<file path="config.mk">
export PLATFORM = sky130hd
export DESIGN_NAME = instr_fetch_unit
export DESIGN_NICKNAME = d
export VERILOG_FILES = /design/src/rtl/fetch_pkg.sv /design/src/rtl/prefetch_fifo.sv /design/src/rtl/instr_fetch_unit.sv
export SDC_FILE = /design/constraint.sdc
export NUM_CORES = 1
export LEC_CHECK = 0
export ABC_AREA = 1
export BUFFER_PORTS_ARGS = -buffer_cell sky130_fd_sc_hd__buf_2
export CORE_ASPECT_RATIO = 1.1
export CORE_MARGIN = 3
export CORE_UTILIZATION = 40
export CTS_CLUSTER_DIAMETER = 60
export DETAILED_ROUTE_END_ITERATION = 8
export PLACE_DENSITY_LB_ADDON = 0.12
export SLEW_MARGIN = 0
export SYNTH_ARGS = -nofsm -noshare
export SYNTH_HDL_FRONTEND = slang
export SYNTH_SLANG_ARGS = --single-unit
</file>
<file path="constraint.sdc">
create_clock -name clk -period 4.7 [get_ports clk]
set_clock_uncertainty 0.2 [all_clocks]
set_input_delay 0.47 -clock clk [delete_from_list [all_inputs] [get_ports clk]]
set_output_delay 0.47 -clock clk [all_outputs]
set_load 0.01 [all_outputs]
</file>
<file path="src/rtl/fetch_pkg.sv">
// Shared types for the instruction fetch front end: FSM states and the
// prefetch entry that pairs an instruction word with its address.
package fetch_pkg;

  localparam int INSTR_BYTES = 4;
  localparam int FETCH_AW    = 32;
  localparam int FETCH_IW    = 32;

  typedef enum logic [0:0] {
    BOOT = 1'b0,
    RUN  = 1'b1
  } fetch_state_e;

  typedef struct packed {
    logic [FETCH_AW-1:0] pc;
    logic [FETCH_IW-1:0] instr;
  } fetch_entry_t;

endpackage

</file>
<file path="src/rtl/prefetch_fifo.sv">
// Registered prefetch FIFO of fetch entries; head is read straight from storage,
// so a pushed entry becomes visible the cycle after the push.
module prefetch_fifo
  import fetch_pkg::*;
#(
  parameter int DEPTH = 4,
  localparam int CW = $clog2(DEPTH + 1),
  localparam int PW = $clog2(DEPTH)
) (
  input  logic          clk,
  input  logic          rst_n,
  input  logic          i_flush,
  input  logic          i_push,
  input  fetch_entry_t  i_wdata,
  input  logic          i_pop,
  output fetch_entry_t  o_rdata,
  output logic [CW-1:0] o_count,
  output logic          o_empty,
  output logic          o_full
);

  fetch_entry_t  r_mem [DEPTH];
  logic [PW-1:0] r_wr_ptr;
  logic [PW-1:0] r_rd_ptr;
  logic [CW-1:0] r_count;
  logic          w_push;
  logic          w_pop;

  assign o_empty = (r_count == CW'(0));
  assign o_full  = (r_count == CW'(DEPTH));
  assign w_pop   = i_pop && !o_empty;
  assign w_push  = i_push && (!o_full || w_pop);
  assign o_rdata = r_mem[r_rd_ptr];
  assign o_count = r_count;

  // Storage, pointers and occupancy; flush only rewinds, storage keeps stale data
  always_ff @(posedge clk or negedge rst_n) begin
    if (!rst_n) begin
      for (int i = 0; i < DEPTH; i++) r_mem[i] <= '0;
      r_wr_ptr <= '0;
      r_rd_ptr <= '0;
      r_count  <= '0;
    end else if (i_flush) begin
      r_wr_ptr <= '0;
      r_rd_ptr <= '0;
      r_count  <= '0;
    end else begin
      if (w_push) begin
        r_mem[r_wr_ptr] <= i_wdata;
        r_wr_ptr        <= r_wr_ptr + PW'(1);
      end
      if (w_pop) r_rd_ptr <= r_rd_ptr + PW'(1);
      case ({w_push, w_pop})
        2'b10:   r_count <= r_count + CW'(1);
        2'b01:   r_count <= r_count - CW'(1);
        default: r_count <= r_count;
      endcase
    end
  end

endmodule

</file>
<file path="src/rtl/instr_fetch_unit.sv">
// Instruction fetch front end: owns the PC, issues credit-limited in-order
// reads, buffers responses, and flushes/restarts on redirect.
module instr_fetch_unit
  import fetch_pkg::*;
#(
  parameter int                    ADDR_WIDTH  = 32,
  parameter int                    INSTR_WIDTH = 32,
  parameter int                    DEPTH       = 4,
  parameter logic [ADDR_WIDTH-1:0] RESET_PC    = 32'h0000_0000
) (
  input  logic                   clk,
  input  logic                   rst_n,
  output logic                   mem_req_o,
  output logic [ADDR_WIDTH-1:0]  mem_addr_o,
  input  logic                   mem_gnt_i,
  input  logic                   mem_rvalid_i,
  input  logic [INSTR_WIDTH-1:0] mem_rdata_i,
  output logic                   instr_valid_o,
  input  logic                   instr_ready_i,
  output logic [INSTR_WIDTH-1:0] instr_o,
  output logic [ADDR_WIDTH-1:0]  pc_o,
  input  logic                   redirect_i,
  input  logic [ADDR_WIDTH-1:0]  redirect_pc_i,
  output logic                   misalign_o
);

  localparam int CW = $clog2(DEPTH + 1);

  fetch_state_e          r_state;
  fetch_state_e          w_state_nxt;
  logic [ADDR_WIDTH-1:0] r_fetch_pc;
  logic [ADDR_WIDTH-1:0] r_resp_pc;
  logic [CW-1:0]         r_outstanding;
  logic [CW-1:0]         w_outstanding_nxt;
  logic [CW-1:0]         r_discard;
  logic                  r_misalign;

  logic [CW-1:0]         w_fifo_count;
  logic                  w_fifo_empty;
  logic                  w_fifo_full;
  fetch_entry_t          w_head;
  fetch_entry_t          w_push_entry;
  logic [CW:0]           w_inflight;
  logic                  w_grant;
  logic                  w_push;
  logic                  w_pop;
  logic [ADDR_WIDTH-1:0] w_redirect_pc;

  // Credits cover both buffered words and words still owed by memory
  assign w_inflight    = {1'b0, w_fifo_count} + {1'b0, r_outstanding};
  assign mem_req_o     = (r_state == RUN) && !redirect_i && !w_fifo_full
                         && (w_inflight < (CW + 1)'(DEPTH));
  assign mem_addr_o    = r_fetch_pc;
  assign w_grant       = mem_req_o && mem_gnt_i;
  assign w_push        = mem_rvalid_i && !redirect_i && (r_discard == CW'(0));
  assign w_pop         = instr_valid_o && instr_ready_i;
  assign w_redirect_pc = {redirect_pc_i[ADDR_WIDTH-1:2], 2'b00};
  assign w_push_entry  = '{pc: r_resp_pc, instr: mem_rdata_i};

  assign instr_valid_o = !w_fifo_empty;
  assign instr_o       = w_head.instr;
  assign pc_o          = w_head.pc;
  assign misalign_o    = r_misalign;

  // Boot lasts exactly one cycle; redirects never leave RUN
  always_comb begin
    w_state_nxt = r_state;
    case (r_state)
      BOOT:    w_state_nxt = RUN;
      RUN:     w_state_nxt = RUN;
      default: w_state_nxt = BOOT;
    endcase
  end

  // Outstanding count after this cycle's grant and response
  always_comb begin
    w_outstanding_nxt = r_outstanding;
    case ({w_grant, mem_rvalid_i})
      2'b10:   w_outstanding_nxt = r_outstanding + CW'(1);
      2'b01:   w_outstanding_nxt = r_outstanding - CW'(1);
      default: w_outstanding_nxt = r_outstanding;
    endcase
  end

  // State, PCs and counters; a redirect marks every still-owed word as stale
  always_ff @(posedge clk or negedge rst_n) begin
    if (!rst_n) begin
      r_state       <= BOOT;
      r_fetch_pc    <= RESET_PC;
      r_resp_pc     <= RESET_PC;
      r_outstanding <= '0;
      r_discard     <= '0;
      r_misalign    <= 1'b0;
    end else begin
      r_state       <= w_state_nxt;
      r_outstanding <= w_outstanding_nxt;
      if (redirect_i) begin
        r_fetch_pc <= w_redirect_pc;
        r_resp_pc  <= w_redirect_pc;
        r_discard  <= w_outstanding_nxt;
        r_misalign <= |redirect_pc_i[1:0];
      end else begin
        if (w_grant) r_fetch_pc <= r_fetch_pc + ADDR_WIDTH'(INSTR_BYTES);
        if (w_push)  r_resp_pc  <= r_resp_pc + ADDR_WIDTH'(INSTR_BYTES);
        if (mem_rvalid_i && (r_discard != CW'(0))) r_discard <= r_discard - CW'(1);
      end
    end
  end

  prefetch_fifo #(
    .DEPTH (DEPTH)
  ) u_prefetch_fifo (
    .clk     (clk),
    .rst_n   (rst_n),
    .i_flush (redirect_i),
    .i_push  (w_push),
    .i_wdata (w_push_entry),
    .i_pop   (w_pop),
    .o_rdata (w_head),
    .o_count (w_fifo_count),
    .o_empty (w_fifo_empty),
    .o_full  (w_fifo_full)
  );

endmodule

</file>
==> results by group <==
Synth
  – Post-synth EDFFs: 0
  – Synth Register Bits: 323
  – Synth Cell Area: 0.01564 mm^2
  – Avg Cell Area, Syn: 7.930 um^2
  – Post-synth cell types: 38
  – Top cells by area, synth: dfrtp_1 52%, nand2_1 13%, o21ai_1 7.7%
  – Syn Inst Count: ~2000
  – Sequential area share after synthesis: 51.68%
  – Most frequent cell after synthesis: nand2_1
  – Main flop type after synthesis: dfrtp_1
  – Synth top area share: 51.68%
  – Synth Warn #: 0
  – Async SR Flop Fraction: 100.0%
  – Area leader, netlist: dfrtp_1
  – Top post-synthesis cells by count: 538 x nand2_1, 323 x dfrtp_1, 241 x o21ai_1

Critical path
  – Arr. time, crit path: 3030 ps
  – R2R setup slack: 1640 ps
  – Setup Crit Path Kind: flip-flop to output pin
  – Critical path startpoint category: flip-flop
  – WP data required: between 4000 and 5000 ps
  – Crit path capture type: output pin
  – Critical Path Fanout Max: 94

Cells and area
  – Area delta synth->final: 15.83%
  – Share of layout cells above drive strength 1: 12.33%
  – Final net count: 2174
  – Ant. Diodes: 0
  – Post-layout util: 47.20%

Floorplan
  – Initial Utilization: 40.75%
  – Die width: 194.5 um
  – Core area: between 0.03 and 0.04 mm^2
  – Cell Rows: 75
  – DIE HEIGHT: 213.4 um
  – DIE AREA: about 0.042 mm^2
  – Top-Level Pins: 169

Global route
  – GRT Residual Overflow: 0
  – Largest net degree at the start of global routing: 117
  – Vias in the first global route: roughly 13000
  – First-pass GRT wire length: slightly above 70 mm
  – Tot GR Track Use: 21.05%
  – Initial antenna violation count: 0

Placement
  – RePlAce Congestion: 0.8878
  – IO Port Bufs: about 160
  – Detail Placement HPWL: 27.83 mm

Detailed routing
  – Vias: 13570
  – Detail Route Antenna Nets: 0
  – Drt pass-1 iters: 5
  – Post-DR wirelength/cell: 16.87 um
  – DRC viols: 0
  – Final wirelength: ~44 mm
  – DR vias/cell: approximately 5.2
  – Initial drt markers: 855

Clock network
  – H-tree depth: 2
  – Post-CTS resize count: 0
  – CTS root buffer: clkbuf_16
  – Worst-path clk slew: 50 ps
  – Num CTS Buffers: 39
  – CTS Sinks: 323
  – Post-CTS Hold Buffers: 10
  – Post-CTS Setup Inserts: 0
  – Clk Latency, worst-skew pair: around 530 ps
  – CTS tree: done
  – CTS Buffer Depth: 3

Pwr
  – P_leak: 8.818 nW
  – Power Total: slightly above 9 mW
  – VDD IR max: 0.0002984 V
  – Power Density: 508.5 mW/mm^2

STA
  – Minimum clock period: 3696 ps
  – Worst Max-Slew Pin Slew: 1049 ps
  – Fmax: 270.6 MHz
  – Crit share post-route: 78.63%
  – RSZ-0062 raised after global routing: false
  – Final count of negative-setup-slack endpoints: 0
  – Max-slew headroom: 30.07%
  – Final Hold Fails: 0
  – Final slew viol count: 0
  – Setup TNS: 0 ps

Outcome
  – Status: completed

Job
  – Maximum capacitance violations: 0

Hold path
  – Hold/Removal Path Class: primary input to flip-flop
## worst paths after layout
path | startpoint | end | depth (start not counted)
worst max register to register | r_discard[0]$_DFFE_PN0P_ | u_prefetch_fifo.r_mem[136]$_DFFE_PN0P_ | 10
worst min register to register | u_prefetch_fifo.r_mem[117]$_DFFE_PN0P_ | u_prefetch_fifo.r_mem[117]$_DFFE_PN0P_ | 2
worst min-delay path | redirect_pc_i[10] | r_resp_pc[10]$_DFFE_PN0N_ | 3
max in group asynchronous | rst_n | u_prefetch_fifo.r_mem[109]$_DFFE_PN0P_ | 3
min in group asynchronous | rst_n | u_prefetch_fifo.r_mem[28]$_DFFE_PN0P_ | 2
worst max-delay path | u_prefetch_fifo.r_rd_ptr[0]$_DFFE_PN0P_ | pc_o[19] | 5
## layout make-up
type | instances | area, um^2
fillers | 3893 | 20270
flip-flops and latches | 323 | 8088
multi-input cells | 1410 | 6530
clock buffers | 57 | 1156
repair buffers | 188 | 1099
well taps | 500 | 625.6
inverters | 129 | 486.7
clock inverters | 10 | 130.1
## per-stage QoR
stage	setup slack, ps	cells	instance area [um^2]	hold slack (ps)
2_1_floorplan	2250	1975	15650	-25.59
5_1_grt	807.2	2617	18110	29.26
4_1_cts	988.5	2617	18110	2.015
3_3_place_gp	1580	2540	16730	261.4
3_5_place_dp	1560	2540	16730	267.3
6_report	1004	2617	18110	18.05
## flip-flops by register name (all words and copies together), names as in the netlist
| name | cells |
|---|---|
| u_prefetch_fifo.r_mem | 248 |
| mem_addr_o | 30 |
| r_resp_pc | 30 |
| r_discard | 3 |
| r_outstanding | 3 |
| u_prefetch_fifo.o_count | 3 |
| u_prefetch_fifo.r_rd_ptr | 2 |
| u_prefetch_fifo.r_wr_ptr | 2 |
| misalign_o | 1 |
| r_state | 1 |
## worst max-delay path: stages (launching register included)
cell	delay, ps
dfrtp_4	890
clkinv_2	620
buf_12	410
o21ai_0	220
o22ai_1	150
buf_2	170
## placed cells by master, fill, tap and decap left out, types with 23 or more instances in the layout
master / n
o21ai_1: 241
o22ai_1: 62
inv_1: 118
buf_2: 163
a21oi_1: 23
clkbuf_16: 41
o21ai_0: 159
nand3_1: 62
nor2_1: 225
dfrtp_1: 321
nand2_1: 538
## power by group
group	switching [mW]	leakage, nW	total [mW]	internal [mW]
clock network	1.16	0.628	3.02	1.86
registers	0.432	4.26	3.84	3.41
logic	1.44	3.93	2.35	0.904
total	3.04	8.82	9.21	6.17
## cells by family after synthesis
group,synth area share [%]
other cells,0.04802
simple gates,21.91
fa+ha+maj,1.136
compound gates,17.07
xor+xnor,1.400
buf+inv,6.760
flops,51.68
## routing by layer
metal	vias up	wire [um]	track usage, %
met4	0	939	5.572
li1	6701	-	-
met5	-	0	0
met2	352	20610	35.12
met1	6455	20210	29.27
met3	58	2382	2.907
Power figures use the tool's default switching activity.
